`config.mk`:
```
export PLATFORM = sky130hd
export DESIGN_NAME = dispatch_queue
export DESIGN_NICKNAME = d
export VERILOG_FILES = /design/src/rtl/dispatch_queue_pkg.sv /design/src/rtl/dispatch_fifo.sv /design/src/rtl/dispatch_queue.sv
export SDC_FILE = /design/constraint.sdc
export NUM_CORES = 1
export LEC_CHECK = 0
export CAP_MARGIN = 10
export CORE_MARGIN = 4
export CORE_UTILIZATION = 39
export DETAILED_ROUTE_END_ITERATION = 12
export GPL_TIMING_DRIVEN = 0
export HOLD_SLACK_MARGIN = 0.03
export PLACE_DENSITY_LB_ADDON = 0.1
export SLEW_MARGIN = 40
export SYNTH_ARGS = -nofsm -noshare
export SYNTH_HDL_FRONTEND = slang
export SYNTH_SLANG_ARGS = --single-unit
export TNS_END_PERCENT = 5
```
`constraint.sdc`:
```
create_clock -name clk_in -period 3.9 [get_ports clk_in]
set_input_delay 0.78 -clock clk_in [delete_from_list [all_inputs] [get_ports clk_in]]
set_output_delay 0.78 -clock clk_in [all_outputs]
set_load 0.01 [all_outputs]
```
`src/rtl/dispatch_queue_pkg.sv`:
```
// Shared constants for the dispatch queue: op encodings, load/store op range,
// boolean constants, the zero rename tag and the run/flush state encoding.
package dispatch_queue_pkg;

  localparam logic TRUE  = 1'b1;
  localparam logic FALSE = 1'b0;

  localparam int unsigned OP_ENUM_W = 6;
  localparam int unsigned TAG_ZERO  = 0;

  typedef enum logic [OP_ENUM_W-1:0] {
    OP_NOP = 6'd0,
    OP_ADD = 6'd1,
    OP_SUB = 6'd2,
    OP_AND = 6'd3,
    OP_OR  = 6'd4,
    OP_BEQ = 6'd8,
    OP_JAL = 6'd9,
    OP_LB  = 6'd16,
    OP_LW  = 6'd18,
    OP_SB  = 6'd20,
    OP_SW  = 6'd22
  } op_e;

  localparam logic [OP_ENUM_W-1:0] OP_LS_FIRST = OP_LB;
  localparam logic [OP_ENUM_W-1:0] OP_LS_LAST  = OP_SW;

  typedef enum logic {
    ST_RUN   = 1'b0,
    ST_FLUSH = 1'b1
  } state_e;

  function automatic logic is_ls_op(input logic [OP_ENUM_W-1:0] op);
    return (op >= OP_LS_FIRST) && (op <= OP_LS_LAST);
  endfunction

endpackage

```
`src/rtl/dispatch_fifo.sv`:
```
// Decoded-instruction FIFO: power-of-two depth, wrapping pointers, and a
// separate occupancy count that distinguishes full from empty.
module dispatch_fifo #(
  parameter int unsigned DEPTH = 4,
  parameter int unsigned W     = 8
) (
  input  logic         clk_in,
  input  logic         rst_n_in,
  input  logic         clr_in,
  input  logic         push_in,
  input  logic         pop_in,
  input  logic [W-1:0] wdata_in,
  output logic [W-1:0] rdata_out,
  output logic         full_out,
  output logic         empty_out
);

  localparam int unsigned AW = $clog2(DEPTH);

  logic [AW-1:0]           wptr_q, wptr_d, rptr_q, rptr_d;
  logic [AW:0]             cnt_q, cnt_d;
  logic [DEPTH-1:0][W-1:0] mem_q, mem_d;
  logic                    push_ok, pop_ok;

  assign full_out  = (cnt_q == (AW+1)'(DEPTH));
  assign empty_out = (cnt_q == '0);
  assign rdata_out = mem_q[rptr_q];
  assign push_ok   = push_in && !full_out;
  assign pop_ok    = pop_in && !empty_out;

  always_comb begin
    wptr_d = wptr_q;
    rptr_d = rptr_q;
    cnt_d  = cnt_q;
    mem_d  = mem_q;
    if (clr_in) begin
      wptr_d = '0;
      rptr_d = '0;
      cnt_d  = '0;
    end else begin
      if (push_ok) begin
        mem_d[wptr_q] = wdata_in;
        wptr_d        = wptr_q + AW'(1);
      end
      if (pop_ok) rptr_d = rptr_q + AW'(1);
      cnt_d = cnt_q + (AW+1)'(push_ok) - (AW+1)'(pop_ok);
    end
  end

  always_ff @(posedge clk_in or negedge rst_n_in) begin
    if (!rst_n_in) begin
      wptr_q <= '0;
      rptr_q <= '0;
      cnt_q  <= '0;
      mem_q  <= '0;
    end else begin
      wptr_q <= wptr_d;
      rptr_q <= rptr_d;
      cnt_q  <= cnt_d;
      mem_q  <= mem_d;
    end
  end

endmodule

```
`src/rtl/dispatch_queue.sv`:
```
// Dispatch queue: buffers decoded instructions, resolves operands at the FIFO
// head and issues to RS/LSB/ROB. Define DISPATCH_CDB_BYPASS_EN for CDB forwarding.
module dispatch_queue
  import dispatch_queue_pkg::*;
#(
  parameter int unsigned DEPTH   = 4,
  parameter int unsigned NUM_CDB = 2,
  parameter int unsigned ROB_W   = 4,
  parameter int unsigned OP_W    = 6
) (
  input  logic                     clk_in,
  input  logic                     rst_n_in,
  input  logic                     rdy_in,
  input  logic                     in_valid_in,
  output logic                     in_ready_out,
  input  logic [OP_W-1:0]          in_op_in,
  input  logic                     in_mem_in,
  input  logic                     in_pred_in,
  input  logic [14:0]              in_regs_in,
  input  logic [31:0]              in_imm_in,
  input  logic [31:0]              in_pc_in,
  input  logic [31:0]              in_rbpc_in,
  output logic [4:0]               rs1_out,
  output logic [4:0]               rs2_out,
  input  logic [63:0]              rf_v_in,
  input  logic [2*ROB_W-1:0]       rf_q_in,
  input  logic [1:0]               rf_busy_in,
  input  logic [1:0]               rob_rdy_in,
  input  logic [63:0]              rob_data_in,
  input  logic [NUM_CDB-1:0]       cdb_valid_in,
  input  logic [NUM_CDB*ROB_W-1:0] cdb_tag_in,
  input  logic [NUM_CDB*32-1:0]    cdb_data_in,
  input  logic [ROB_W-1:0]         rob_tag_in,
  input  logic                     rob_full_in,
  input  logic                     rs_full_in,
  input  logic                     lsb_full_in,
  output logic                     rob_alloc_out,
  output logic                     rs_valid_out,
  output logic                     lsb_valid_out,
  output logic                     rename_en_out,
  output logic [OP_W-1:0]          iss_op_out,
  output logic [63:0]              iss_v_out,
  output logic [2*ROB_W-1:0]       iss_q_out,
  output logic [1:0]               iss_busy_out,
  output logic [31:0]              iss_imm_out,
  output logic [31:0]              iss_pc_out,
  output logic [31:0]              iss_rbpc_out,
  output logic [4:0]               iss_rd_out,
  output logic [ROB_W-1:0]         iss_tag_out,
  output logic                     iss_pred_out,
  input  logic                     rollback_in
);

  localparam int unsigned ENT_W = OP_W + 113;
  localparam int unsigned ISS_W = OP_W + 64 + 2*ROB_W + 2 + 96 + 5 + ROB_W + 1;
  localparam logic [ROB_W-1:0] TAG_Z = ROB_W'(TAG_ZERO);

  state_e             state_q, state_d;
  logic [ISS_W-1:0]   iss_q, iss_d;
  logic [3:0]         strb_q, strb_d;

  logic               fifo_full, fifo_empty, fifo_clr, fifo_push, fire, stall;
  logic [ENT_W-1:0]   wdata, head;
  logic [OP_W-1:0]    h_op;
  logic               h_mem, h_pred;
  logic [4:0]         h_rd;
  logic [31:0]        h_imm, h_pc, h_rbpc;
  logic [63:0]        opv;
  logic [2*ROB_W-1:0] opq;
  logic [1:0]         opbusy, cdb_hit;

  assign wdata = {in_op_in, in_mem_in, in_pred_in, in_regs_in, in_imm_in, in_pc_in, in_rbpc_in};
  assign {h_op, h_mem, h_pred, h_rd, rs1_out, rs2_out, h_imm, h_pc, h_rbpc} = head;

  // rdy_in joins the ready term so a frozen queue never accepts a handshake it drops.
  assign in_ready_out = !fifo_full && (state_q == ST_RUN) && rdy_in;
  assign fifo_push    = in_valid_in && in_ready_out;
  assign fifo_clr     = rdy_in && (state_q == ST_RUN) && rollback_in;
  assign fire         = !fifo_empty && rdy_in && (state_q == ST_RUN) && !rollback_in &&
                        !rob_full_in && !(h_mem ? lsb_full_in : rs_full_in) && !stall;

  dispatch_fifo #(
    .DEPTH (DEPTH),
    .W     (ENT_W)
  ) u_fifo (
    .clk_in    (clk_in),
    .rst_n_in  (rst_n_in),
    .clr_in    (fifo_clr),
    .push_in   (fifo_push),
    .pop_in    (fire),
    .wdata_in  (wdata),
    .rdata_out (head),
    .full_out  (fifo_full),
    .empty_out (fifo_empty)
  );

  // Priority per operand: CDB (lowest channel) > ROB ready > rename tag > RF value.
  always_comb begin
    opv     = '0;
    opq     = {2{TAG_Z}};
    opbusy  = '0;
    cdb_hit = '0;
    for (int unsigned i = 0; i < 2; i++) begin
      if (rob_rdy_in[i]) begin
        opv[i*32 +: 32] = rob_data_in[i*32 +: 32];
      end else if (rf_busy_in[i]) begin
        opbusy[i]               = TRUE;
        opq[i*ROB_W +: ROB_W]   = rf_q_in[i*ROB_W +: ROB_W];
      end else begin
        opv[i*32 +: 32] = rf_v_in[i*32 +: 32];
      end
      for (int unsigned c = 0; c < NUM_CDB; c++) begin
        if (!cdb_hit[i] && rf_busy_in[i] && cdb_valid_in[c] &&
            (cdb_tag_in[c*ROB_W +: ROB_W] == rf_q_in[i*ROB_W +: ROB_W])) begin
          cdb_hit[i] = TRUE;
`ifdef DISPATCH_CDB_BYPASS_EN
          opv[i*32 +: 32]       = cdb_data_in[c*32 +: 32];
          opbusy[i]             = FALSE;
          opq[i*ROB_W +: ROB_W] = TAG_Z;
`endif
        end
      end
    end
  end

`ifdef DISPATCH_CDB_BYPASS_EN
  assign stall = FALSE;
`else
  // Without forwarding, wait a cycle for the broadcast value to land in the ROB/RF.
  logic unused_cdb_data;
  assign unused_cdb_data = ^cdb_data_in;
  assign stall = |(cdb_hit & rf_busy_in & ~rob_rdy_in);
`endif

  always_comb begin
    state_d = state_q;
    if (rdy_in) begin
      case (state_q)
        ST_RUN:   if (rollback_in) state_d = ST_FLUSH;
        ST_FLUSH: state_d = rollback_in ? ST_FLUSH : ST_RUN;
        default:  state_d = ST_RUN;
      endcase
    end
  end

  always_comb begin
    iss_d  = iss_q;
    strb_d = '0;
    if (fire) begin
      iss_d  = {h_op, opv, opq, opbusy, h_imm, h_pc, h_rbpc, h_rd, rob_tag_in, h_pred};
      strb_d = {TRUE, !h_mem, h_mem, h_rd != 5'd0};
    end
  end

  always_ff @(posedge clk_in or negedge rst_n_in) begin
    if (!rst_n_in) begin
      state_q <= ST_RUN;
      iss_q   <= '0;
      strb_q  <= '0;
    end else begin
      state_q <= state_d;
      iss_q   <= iss_d;
      strb_q  <= strb_d;
    end
  end

  assign {rob_alloc_out, rs_valid_out, lsb_valid_out, rename_en_out} = strb_q;
  assign {iss_op_out, iss_v_out, iss_q_out, iss_busy_out, iss_imm_out, iss_pc_out,
          iss_rbpc_out, iss_rd_out, iss_tag_out, iss_pred_out} = iss_q;

endmodule
```
==> impl_metrics.toml <==
[run_status]
status = "finished clean"

[logic_synthesis]
yosysWarnings = 0
synth_edf_count = 0
synth_cell_types = 33
synthFlopType = "dfrtp_1"
ys_seq_area_share_pct = 58.5
syn_area_per_cell_um2 = 16.6
async_flop_share_pct = 100
syn-num-nets = 2091
synth_area_um2 = 28800
synth-seq-cells = 674
syn_inst = 1739

[routing]
wl_per_cell_um = 23.8
drt_drc_violations_left = 0
final_antenna_net_count = 0
drtIter0Drc = 692
viasPerCell = 5.13
first_pass_iters = 4
vias = 17108
finalWirelength_um = 79500

[critical_path]
max_stage_delay_ps = 580
critical_path_class = "flop to flop"
cp_cell_sequence = "buf_6, mux4_2, mux2i_4, o311ai_4, or2_1, buf_6, inv_4, buf_4, ha_1, inv_1, ha_1, inv_1, fa_1, xnor2_1, xnor2_1, and2_1"
critPathCaptureType = "flop"
crit_required_ps = 4380
arrival_ps = 4150
cp_max_fo = 10
cp_slowest_cell = "mux4_2"
startpoint_type = "flop"

[floorplan]
die_y_um = 280
rows = 99
die_x_um = 280
start_util_pct = 39.4
core_area_um2 = 73100
dieArea_um2 = 78300
ios = 546

[finish]
layout-drive-gt1-share_pct = 35.7
syn2layout_area_growth_pct = 30.8
design_area_um2 = 37700
finalNetCount = 2657
fin_cells = 3337

[cts]
insertion_delay_ps = 590
cts_tree = "yes"
postCtsHoldBufs = 0
numClockSinks = 674
cts_buffers = 76
cts_buffer_depth = 3
clk_pin_slew_ps = 60
cts_htree_levels = 3
cts-root-buf = "clkbuf_16"

[placed_design]
dpl.hpwl_um = 56800
io_buffers = 479
dp_cells = 3183
dpl_cell_area_um2 = 35000
gp_routability_congestion = 0.888
dp_slack_ps = -888

[power]
p_comb_share_pct = 28.4
ir_worst_vdd_mv = 0.478
clockPowerShare_pct = 29.6
swShare_pct = 26.5
p_int_mw = 18.1
power_frac_seq_pct = 42.0
power_switching_mw = 6.52
power_density_nw_per_um2 = 654
p_leak_nw = 17.2

[timing]
fmax_mhz = 273
period_share_pct = 94.0
fin_skew_ps = 15.6
setup_slack_ps = 234
worst_pin_slew_ps = 806
setup_viol = 0
timing.final.hold_violations = 0
holdWs_ps = 123
grt_setup_unrepaired = "no"
min_period_ps = 3670
final-max-slew-violation-count = 0
slew_headroom_pct = 46.3

[global_route]
grt_pass1_vias = 19070
grt_max_degree = 117
antenna_found_initial = 26
grt_pass1_wl_um = 121000
grt.total_usage_pct = 20.4
grt_overflow = 0

[min_path]
min_path_type = "input pin to async pin"

[run]
drv_cap = 0
==> power by group through the flow <==
| stage | logic, mW | clock network, mW | registers (mW) |
|---|---|---|---|
| 2_1_floorplan | 3.65 | 0 | 10.5 |
| 4_1_cts | 7.16 | 7.54 | 10.4 |
| 5_1_grt | 7.58 | 7.81 | 10.6 |
| 3_3_place_gp | 6.98 | 0 | 10.4 |
| 3_5_place_dp | 7.12 | 0 | 10.5 |
| 6_report | 6.99 | 7.30 | 10.3 |
==> kinds of logic after synthesis <==
logic type / after synthesis / share of synthesized area, %
flip-flops: 674 / 58.5
AO/OA/AOI/OAI: 87 / 2.46
buffers and inverters: 134 / 2.42
adder cells (fa/ha/maj): 7 / 0.330
XOR/XNOR: 18 / 0.547
multiplexers: 776 / 35.0
AND/OR/NAND/NOR: 43 / 0.725
==> critical path: cells and delay by family (launching register included) <==
family | cells | cell delay [ps]
AOI/OAI and AO/OA | 1 | 140
muxes | 2 | 840
buffers and inverters | 6 | 740
and+or+nand+nor | 2 | 410
adders and majority gates | 3 | 800
DFF | 1 | 340
xor gates and xnor gates | 2 | 270
==> area by class of cell <==
type	instances	area [um2]
antenna	15	37.5
buffer	125	693
clock buffer	116	2310
clock inverter	20	264
fill	6139	35400
inverter	9	36.3
multi-input combinational	931	11300
sequential	674	16900
tap	959	1200
timing repair buffer	488	5000
==> repair_timing <==
action                     in CTS  in global routing
setup endpoints to repair       9                  1
pin swaps                       1                  0
gates resized for setup         8                  0
setup buffers                   2                  1
==> stage by stage <==
| step | util [%] | setup TNS, ps | power (mW) |
|---|---|---|---|
| finish | 51.6 | 0 | 24.6 |
| global route | 51.6 | 0 | 26.0 |
| CTS | 51.5 | 0 | 25.0 |
| detailed placement | 47.9 | -2290 | 17.6 |
| global placement | 47.6 | - | 17.4 |
| floorplan | - | 0 | 14.1 |
==> cell usage after synthesis, types with 8 or more instances <==
| cell | n | area [um2] |
|---|---|---|
| a22o_1 | 64 | 561 |
| mux4_2 | 119 | 2680 |
| mux2_1 | 118 | 1330 |
| nand2_1 | 15 | 56.3 |
| inv_1 | 8 | 30.0 |
| buf_4 | 13 | 97.6 |
| xor2_1 | 12 | 105 |
| buf_6 | 17 | 191 |
| clkbuf_1 | 93 | 349 |
| mux2_2 | 537 | 6050 |
| o21ai_0 | 9 | 45.0 |
| dfrtp_1 | 674 | 16900 |
| o31ai_1 | 9 | 67.6 |
==> state kept, by name, summed over array words and instances (netlist names) <==
signal	flops
u_fifo.wptr_q	2
u_fifo.mem_q	476
u_fifo.cnt_q	3
iss_q	186
strb_q	4
state_q	1
u_fifo.rptr_q	2
==> placed cells by master, fill, tap and decap left out, types with 7 or more instances in the layout <==
cell type        instances
dfrtp_1                674
mux2_2                 537
clkdlybuf4s50_1        478
mux4_2                 119
mux2_1                 118
clkbuf_1                88
clkbuf_16               78
a22o_1                  64
clkbuf_8                22
clkbuf_2                19
buf_6                   17
buf_4                   16
diode_2                 15
nand2_1                 15
xor2_1                  12
clkinv_2                12
o21ai_0                  9
o31ai_1                  9
inv_1                    8
buf_16                   7
==> path summary, 6_finish.rpt <==
kind                       slack, ps  cells past startpoint               end        startpoint
max                              230                     16   u_fifo.cnt_q[2]  u_fifo.rptr_q[0]
min                              120                      1  u_fifo.mem_q[30]          rst_n_in
max reg2reg                      230                     16   u_fifo.cnt_q[2]  u_fifo.rptr_q[0]
min reg2reg                      480                      1        iss_q[152]        iss_q[152]
max in group asynchronous       2270                      3         iss_q[98]          rst_n_in
min in group clk_in              480                      1        iss_q[152]        iss_q[152]
==> routing by layer <==
layer  wire length, um  vias to the layer above  global-route usage [%]
met1             32400                     8914                    25.6
met5                91                        -                       0
met2             39300                      415                    34.1
met3              5610                      139                    5.94
met4              2030                       16                    6.73
li1                  -                     7624                       -
No activity file was read; power rests on OpenSTA's default activity.
